File: src/rtl/rs232_rx_ctrl_if.sv
// rtl/rs232_rx_ctrl_if.sv - serial line input and receive-sequencer status/data bundle
interface rs232_rx_ctrl_if;
  logic       i_rx_pin;
  logic       i_rx_en;
  logic       o_rs232_busy;
  logic [3:0] o_ctrl_cnt;
  logic       o_bit_tick;
  logic [7:0] o_rx_data;
  logic       o_rx_valid;
  logic       o_frame_err;

  modport master (
    output i_rx_pin, i_rx_en,
    input  o_rs232_busy, o_ctrl_cnt, o_bit_tick, o_rx_data, o_rx_valid, o_frame_err
  );

  modport slave (
    input  i_rx_pin, i_rx_en,
    output o_rs232_busy, o_ctrl_cnt, o_bit_tick, o_rx_data, o_rx_valid, o_frame_err
  );
endinterface

File: src/rtl/rs232_rx_ctrl.sv
// rtl/rs232_rx_ctrl.sv - RS232 receive sequencer and byte assembler (optional even parity: RS232_RX_PARITY_EN)
module rs232_rx_ctrl #(
  parameter int CLK_FREQ  = 50000000,
  parameter int BAUD_RATE = 115200
) (
  input  logic           clk_ref,
  input  logic           rst_n,
  rs232_rx_ctrl_if.slave bus
);
  localparam int BAUD_DIV = CLK_FREQ / BAUD_RATE;
  localparam int HALF_DIV = BAUD_DIV / 2;
  localparam int CW       = $clog2(BAUD_DIV);
  localparam logic [CW-1:0] CNT_MID  = CW'(HALF_DIV - 1);
  localparam logic [CW-1:0] CNT_LAST = CW'(BAUD_DIV - 1);

`ifdef RS232_RX_PARITY_EN
  typedef enum logic [2:0] {S_IDLE, S_START, S_DATA, S_PARITY, S_STOP, S_BREAK} state_t;
  localparam logic [3:0] CNT_AFTER_D7 = 4'd10;
`else
  typedef enum logic [2:0] {S_IDLE, S_START, S_DATA, S_STOP, S_BREAK} state_t;
  localparam logic [3:0] CNT_AFTER_D7 = 4'd9;
`endif

  state_t          state, state_nxt;
  logic            sync1, sync2, sync3;
  logic            line, fall, tick, stop_ok;
  logic [CW-1:0]   baud_cnt;
  logic [3:0]      ctrl_cnt;
  logic [7:0]      shift_reg;
  logic [7:0]      rx_data;
  logic            rx_valid, frame_err, busy, bit_tick;
`ifdef RS232_RX_PARITY_EN
  logic            parity_ok;
  assign stop_ok = line & parity_ok;
`else
  assign stop_ok = line;
`endif

  assign line = sync2;
  assign fall = sync3 & ~sync2;

  assign bus.o_rs232_busy = busy;
  assign bus.o_ctrl_cnt   = ctrl_cnt;
  assign bus.o_bit_tick   = bit_tick;
  assign bus.o_rx_data    = rx_data;
  assign bus.o_rx_valid   = rx_valid;
  assign bus.o_frame_err  = frame_err;

  // Two-flop synchroniser plus a delay flop for falling-edge detection; idles high.
  always_ff @(posedge clk_ref or negedge rst_n) begin
    if (!rst_n) {sync3, sync2, sync1} <= 3'b111;
    else        {sync3, sync2, sync1} <= {sync2, sync1, bus.i_rx_pin};
  end

  // State register.
  always_ff @(posedge clk_ref or negedge rst_n) begin
    if (!rst_n) state <= S_IDLE;
    else        state <= state_nxt;
  end

  // Next state, bit-midpoint tick and busy; a start bit that fails its midpoint check is silent.
  always_comb begin
    state_nxt = state;
    tick      = 1'b0;
    busy      = 1'b0;
    bit_tick  = 1'b0;
    case (state)
      S_IDLE: if (fall && bus.i_rx_en) state_nxt = S_START;
      S_START: begin
        busy     = 1'b1;
        tick     = (baud_cnt == CNT_MID);
        bit_tick = tick & ~line;
        if (tick) state_nxt = line ? S_IDLE : S_DATA;
      end
      S_DATA: begin
        busy     = 1'b1;
        tick     = (baud_cnt == CNT_LAST);
        bit_tick = tick;
`ifdef RS232_RX_PARITY_EN
        if (tick && ctrl_cnt == 4'd8) state_nxt = S_PARITY;
`else
        if (tick && ctrl_cnt == 4'd8) state_nxt = S_STOP;
`endif
      end
`ifdef RS232_RX_PARITY_EN
      S_PARITY: begin
        busy     = 1'b1;
        tick     = (baud_cnt == CNT_LAST);
        bit_tick = tick;
        if (tick) state_nxt = S_STOP;
      end
`endif
      S_STOP: begin
        busy     = 1'b1;
        tick     = (baud_cnt == CNT_LAST);
        bit_tick = tick;
        // A held-low stop bit is a break; a parity-only failure sees the line high and idles.
        if (tick) state_nxt = line ? S_IDLE : S_BREAK;
      end
      S_BREAK: if (line) state_nxt = S_IDLE;
      default: state_nxt = S_IDLE;
    endcase
  end

  // Baud counter, bit index, shift register and the result registers.
  always_ff @(posedge clk_ref or negedge rst_n) begin
    if (!rst_n) begin
      baud_cnt  <= '0;
      ctrl_cnt  <= 4'd0;
      shift_reg <= 8'h00;
      rx_data   <= 8'h00;
      rx_valid  <= 1'b0;
      frame_err <= 1'b0;
`ifdef RS232_RX_PARITY_EN
      parity_ok <= 1'b1;
`endif
    end else begin
      rx_valid  <= 1'b0;
      frame_err <= 1'b0;
      // Held at zero outside a frame so START always begins counting from 0.
      if (state == S_IDLE || state == S_BREAK || tick) baud_cnt <= '0;
      else                                             baud_cnt <= baud_cnt + CW'(1);
      if (tick) begin
        case (state)
          S_START: ctrl_cnt <= line ? 4'd0 : 4'd1;
          S_DATA: begin
            shift_reg <= {line, shift_reg[7:1]};
            ctrl_cnt  <= (ctrl_cnt == 4'd8) ? CNT_AFTER_D7 : ctrl_cnt + 4'd1;
          end
`ifdef RS232_RX_PARITY_EN
          S_PARITY: begin
            parity_ok <= (line == ^shift_reg);
            ctrl_cnt  <= 4'd9;
          end
`endif
          S_STOP: begin
            ctrl_cnt <= 4'd0;
            if (stop_ok) begin
              rx_data  <= shift_reg;
              rx_valid <= 1'b1;
            end else begin
              frame_err <= 1'b1;
            end
          end
          default: ;
        endcase
      end
    end
  end
endmodule

File: src/flat_wrapper.sv
// flat-port wrapper written by rule: the top's interface ports become plain ports
module rs232_rx_ctrl_flat 
#(
  parameter int CLK_FREQ  = 50000000,
  parameter int BAUD_RATE = 115200
)
  (clk_ref, rst_n, bus_i_rx_pin, bus_i_rx_en, bus_o_rs232_busy, bus_o_ctrl_cnt, bus_o_bit_tick, bus_o_rx_data, bus_o_rx_valid, bus_o_frame_err);
  rs232_rx_ctrl_if bus_i ();
  input  logic clk_ref;
  input  logic rst_n;
  input wire logic [$bits(bus_i.i_rx_pin)-1:0] bus_i_rx_pin;
  input wire logic [$bits(bus_i.i_rx_en)-1:0] bus_i_rx_en;
  output wire logic [$bits(bus_i.o_rs232_busy)-1:0] bus_o_rs232_busy;
  output wire logic [$bits(bus_i.o_ctrl_cnt)-1:0] bus_o_ctrl_cnt;
  output wire logic [$bits(bus_i.o_bit_tick)-1:0] bus_o_bit_tick;
  output wire logic [$bits(bus_i.o_rx_data)-1:0] bus_o_rx_data;
  output wire logic [$bits(bus_i.o_rx_valid)-1:0] bus_o_rx_valid;
  output wire logic [$bits(bus_i.o_frame_err)-1:0] bus_o_frame_err;
  assign bus_i.i_rx_pin = bus_i_rx_pin;
  assign bus_i.i_rx_en = bus_i_rx_en;
  assign bus_o_rs232_busy = bus_i.o_rs232_busy;
  assign bus_o_ctrl_cnt = bus_i.o_ctrl_cnt;
  assign bus_o_bit_tick = bus_i.o_bit_tick;
  assign bus_o_rx_data = bus_i.o_rx_data;
  assign bus_o_rx_valid = bus_i.o_rx_valid;
  assign bus_o_frame_err = bus_i.o_frame_err;
  rs232_rx_ctrl #(.CLK_FREQ(CLK_FREQ), .BAUD_RATE(BAUD_RATE)) u_core (.clk_ref(clk_ref), .rst_n(rst_n), .bus(bus_i));
endmodule
File: config.mk
export PLATFORM = sky130hd
export DESIGN_NAME = rs232_rx_ctrl_flat
export DESIGN_NICKNAME = d
export VERILOG_FILES = /design/src/rtl/rs232_rx_ctrl_if.sv /design/src/rtl/rs232_rx_ctrl.sv /design/src/flat_wrapper.sv
export SDC_FILE = /design/constraint.sdc
export NUM_CORES = 1
export LEC_CHECK = 0
export CORE_MARGIN = 4
export CORE_UTILIZATION = 30
export CTS_CLUSTER_DIAMETER = 30
export DETAILED_ROUTE_END_ITERATION = 16
export GPL_ROUTABILITY_DRIVEN = 0
export PLACE_DENSITY_LB_ADDON = 0.25
export REMOVE_ABC_BUFFERS = 1
export SLEW_MARGIN = 10
export SYNTH_ARGS = -nofsm -noshare
export SYNTH_HDL_FRONTEND = slang
export SYNTH_SLANG_ARGS = --single-unit
File: constraint.sdc
create_clock -name clk_ref -period 3.2 [get_ports clk_ref]
set_input_delay 0.96 -clock clk_ref [delete_from_list [all_inputs] [get_ports clk_ref]]
set_output_delay 0.96 -clock clk_ref [all_outputs]
set_load 0.05 [all_outputs]
==> flow_results.org, run 1 <==
** Synthesis
- In this run the mean area of a mapped cell was 12.1 um^2.
- Summing the sequential cell areas from Yosys gives 53.7% of the chip area.
- Number of enable flip-flop cells after synthesis :: 0
- Cells after synthesis :: 143
- The synthesized design contains 37 register bits.
- The most common cell in the synthesized netlist is sky130_fd_sc_hd__dfrtp_1.
- Async set-reset flop share out of synthesis :: 100%
- Post-synth top area cell :: sky130_fd_sc_hd__dfrtp_1
- The netlist uses between 40 and 50 different library cells.
- Counting instances in the post-synthesis netlist gives the leading cell types as sky130_fd_sc_hd__dfrtp_1 (34), sky130_fd_sc_hd__nor2_1 (14), sky130_fd_sc_hd__nand2_1 (9), sky130_fd_sc_hd__nand3_1 (9), sky130_fd_sc_hd__mux2_4 (8).
- Among all flip-flop cells after synthesis, the most frequent one is sky130_fd_sc_hd__dfrtp_1.
- After synthesis the cells add up to 1730 um^2.
- Synth top area cells :: sky130_fd_sc_hd__dfrtp_1 (49%), sky130_fd_sc_hd__mux2_4 (6.9%), sky130_fd_sc_hd__dfstp_2 (4.6%), sky130_fd_sc_hd__mux2_2 (4.6%), sky130_fd_sc_hd__ha_1 (3.6%)
- Yosys Warn Count :: 0
- Share of Yosys cell area claimed by the top area cell type :: between 40% and 50%

** Cells and area
- Fraction of layout cells with a size suffix above 1 :: ~22%
- Final instance count without filler cells :: 240
- The repair_antennas step left the layout with diodes totalling 0.
- Total area of multi-input combinational cells :: between 700 and 800 um^2
- The filler cells instantiated in the layout total 538.
- The net count of the finished layout is 176.
- Cells fill a little under two fifths of the core in the end.
- Across the whole layout, storage elements account for 930 um^2.
- Layout-stage area growth over the synthesis result :: 21.3%
- Number of flip-flops in the largest register :: 9

** Drt
- The final route contains roughly 1100 vias.
- After detailed routing, the number of vias per cell comes to between 4 and 5.
- The first detailed-routing pass ran for 4 iterations.
- Antenna violation net count after detailed routing :: 0
- Routed Wire Length :: approximately 3200 um
- The detailed router finished its first iteration with 65 violations.
- In the final routed layout, each cell accounts on average for about 13 um.
- Residual DRC :: 0

** Die
- I/O pin total :: 20
- The floorplan has 27 rows.
- Effective utilization at floorplan :: between 30 and 40%
- Vertical die dimension :: 83.9 um
- Area of the core :: 5540 um^2
- The die is 83.9 um wide.
- Die area :: 7050 um^2

** STA
- Slew @ Worst Pin :: 513 ps
- Setup tns final :: 0 ps
- The max-slew violation count was 0.
- Final setup violation count :: 0
- The smallest clock period supported by the final layout is computed as 2930 ps.
- Across the routed clock network, the largest skew measured is 4.37 ps.
- Final hold violations :: 0
- Achievable clock frequency :: 341 MHz
- Max-Slew Margin vs Limit :: 65.7%
- Setup repair after global routing left no endpoint under its margin.
- Worst Hold Slack :: 358 ps
- Fraction of the cycle the final worst path needs :: ~92%
- After layout, the worst setup slack is 267 ps.

** Job
- Number of max-cap violations :: 0

** Global route
- Entering global routing, the biggest net connects 38 pins.
- Remaining global-route overflow :: 0
- Global-route wire length before repair :: between 5000 and 6000 um
- Initial antenna violation count :: 0
- Number of global-route vias before repair :: 1220
- Global routing used under 10% of the available tracks.

** Clocking
- CTS clk-pin slew, worst paths :: 70 ps
- Clock tree synthesis found a total of 37 sinks.
- Root Driver :: sky130_fd_sc_hd__clkbuf_8
- Setup fix buffers added after clock tree synthesis :: 0
- CTS tree :: built
- Clock tree synthesis inserted a total of 5 buffers.
- Counting along the longest clock path gives a buffer depth of 2.
- Clock latency of the later-clocked register in the worst-skew pair :: 290 ps
- Post-CTS repair changed the size of 0 cells.
- H-Tree Level Count :: 2
- Number of hold-repair buffers added at the cts stage :: 0

** Worst hold path
- HP Class :: register to register

** Setup path
- Arrival time worst endpoint :: 1970 ps
- Of all nets on the critical path, the largest fanout is 15.
- Data on the critical path is required at its endpoint by 2240 ps.
- By startpoint and endpoint, the worst setup path is classified as register to output pin.
- The worst setup path is captured at an output pin.
- STA classifies the critical path startpoint as a register.

** Pwr
- The worst-case IR drop observed on VDD is 0.193 mV.
- Cell Pwr Density :: 381 nW/um^2
- Internal power comes to 0.000625 W.
- Sequential share of power :: between 50% and 60%
- Static Leakage :: 0.924 nW
- Per report_power, the combinational group accounts for under 10% of the total.
- Switching power :: between 0.00015 and 0.0002 W
- Of the total power, the share spent switching nets is 21.9%.
- Per report_power, the clock group accounts for between 30% and 40% of the total.

** Placement
- Detailed placement finished with a half-perimeter wire length of 2230 um.
- At the placement stage, the worst setup path has a slack of 554 ps.
- Once placement completed, the tool counted placed cells totaling 232.
- Count of input and output buffers :: 19

** Outcome
- The run finished with clean final reports.
==> metal layers <==
layer / GRT usage, % / part of all wire (%) / vias up
met5: 0 / 0 / -
met4: 5.26 / 3.0 / 0
met3: 2.86 / 5.4 / 10
met2: 15.5 / 46 / 38
met1: 12.3 / 45 / 552
li1: - / - / 549
==> final cells by class <==
cell class | count | area share [%]
clock inverters | 3 | 0.834
inverters | 5 | 0.894
repair buffers | 20 | 9.89
flip-flops and latches | 37 | 44.3
clock buffers | 5 | 3.28
well taps | 72 | 4.29
multi-input cells | 98 | 36.5
==> path summary, 6_finish.rpt <==
| check | from | endpoint | slack (ps) | cells after the start |
|---|---|---|---|---|
| worst max-delay path | u_core.state[0] | bus_o_rs232_busy | 270 | 3 |
| worst min-delay path | u_core.sync1 | u_core.line | 360 | 0 |
| worst max register to register | u_core.state[0] | u_core.shift_reg[0] | 1260 | 3 |
| worst min register to register | u_core.sync1 | u_core.line | 360 | 0 |
| max in group asynchronous | rst_n | u_core.sync1 | 1750 | 2 |
| min in group asynchronous | rst_n | u_core.bus.o_rx_data[1] | 1110 | 2 |
==> per-stage QoR <==
stage	total power, W	instance area (um^2)
after floorplan	0.000482	1710
after global placement	0.000497	2010
after detailed placement	0.000497	2010
after CTS	0.000817	2090
after global routing	0.000833	2100
final	0.000801	2100
==> cell usage in the layout (no fill, tap or decap), types with 2 or more instances in the layout <==
master and n:
sky130_fd_sc_hd__and3_4 2, sky130_fd_sc_hd__dfrtp_1 34, sky130_fd_sc_hd__xor2_1 5, sky130_fd_sc_hd__mux2_4 8, sky130_fd_sc_hd__nor2_1 14, sky130_fd_sc_hd__and3_1 3
sky130_fd_sc_hd__clkdlybuf4s50_1 18, sky130_fd_sc_hd__inv_1 5, sky130_fd_sc_hd__nor3_1 2, sky130_fd_sc_hd__o21ai_0 3, sky130_fd_sc_hd__ha_1 5, sky130_fd_sc_hd__mux2_2 7
sky130_fd_sc_hd__a22oi_1 2, sky130_fd_sc_hd__xnor2_1 2, sky130_fd_sc_hd__a31oi_1 2, sky130_fd_sc_hd__nand4_1 3, sky130_fd_sc_hd__nand2_1 9, sky130_fd_sc_hd__clkinv_2 2
sky130_fd_sc_hd__clkbuf_8 5, sky130_fd_sc_hd__dfstp_2 3, sky130_fd_sc_hd__and2_1 2, sky130_fd_sc_hd__nand3_1 9, sky130_fd_sc_hd__mux2i_1 2
==> worst max-delay path, cell delays in order, from the launching register on <==
cell and delay (ps):
sky130_fd_sc_hd__dfrtp_1 590, sky130_fd_sc_hd__nand2_1 160, sky130_fd_sc_hd__nand2_1 120, sky130_fd_sc_hd__clkdlybuf4s50_1 810
==> cells by family (layout without fill, tap and decap cells) <==
logic type	after synthesis	in the layout	synth area share, %
AND/OR/NAND/NOR	56	56	18.8
XOR/XNOR	7	7	3.54
flip-flops	37	37	53.7
AO/OA/AOI/OAI	13	13	5.42
buffers and inverters	8	33	2.24
adder cells (fa/ha/maj)	5	5	3.62
multiplexers	17	17	12.7
==> power groups by stage <==
stage / Combinational (W) / Clock [W] / Sequential [W]
after floorplan: 0.000000959 / 0 / 0.000481
after CTS: 0.0000157 / 0.000329 / 0.000472
after detailed placement: 0.0000157 / 0 / 0.000481
after global routing: 0.0000171 / 0.000343 / 0.000473
final: 0.0000144 / 0.000314 / 0.000473
after global placement: 0.0000153 / 0 / 0.000482
(Power assumes the default switching activity.)
==> inputs of run 2 (changes only) <==
Settings changed: CAP_MARGIN set to 20.
==> results of run 2 <==
No change in the layout: final DEF, timing and power equal those of run 1.
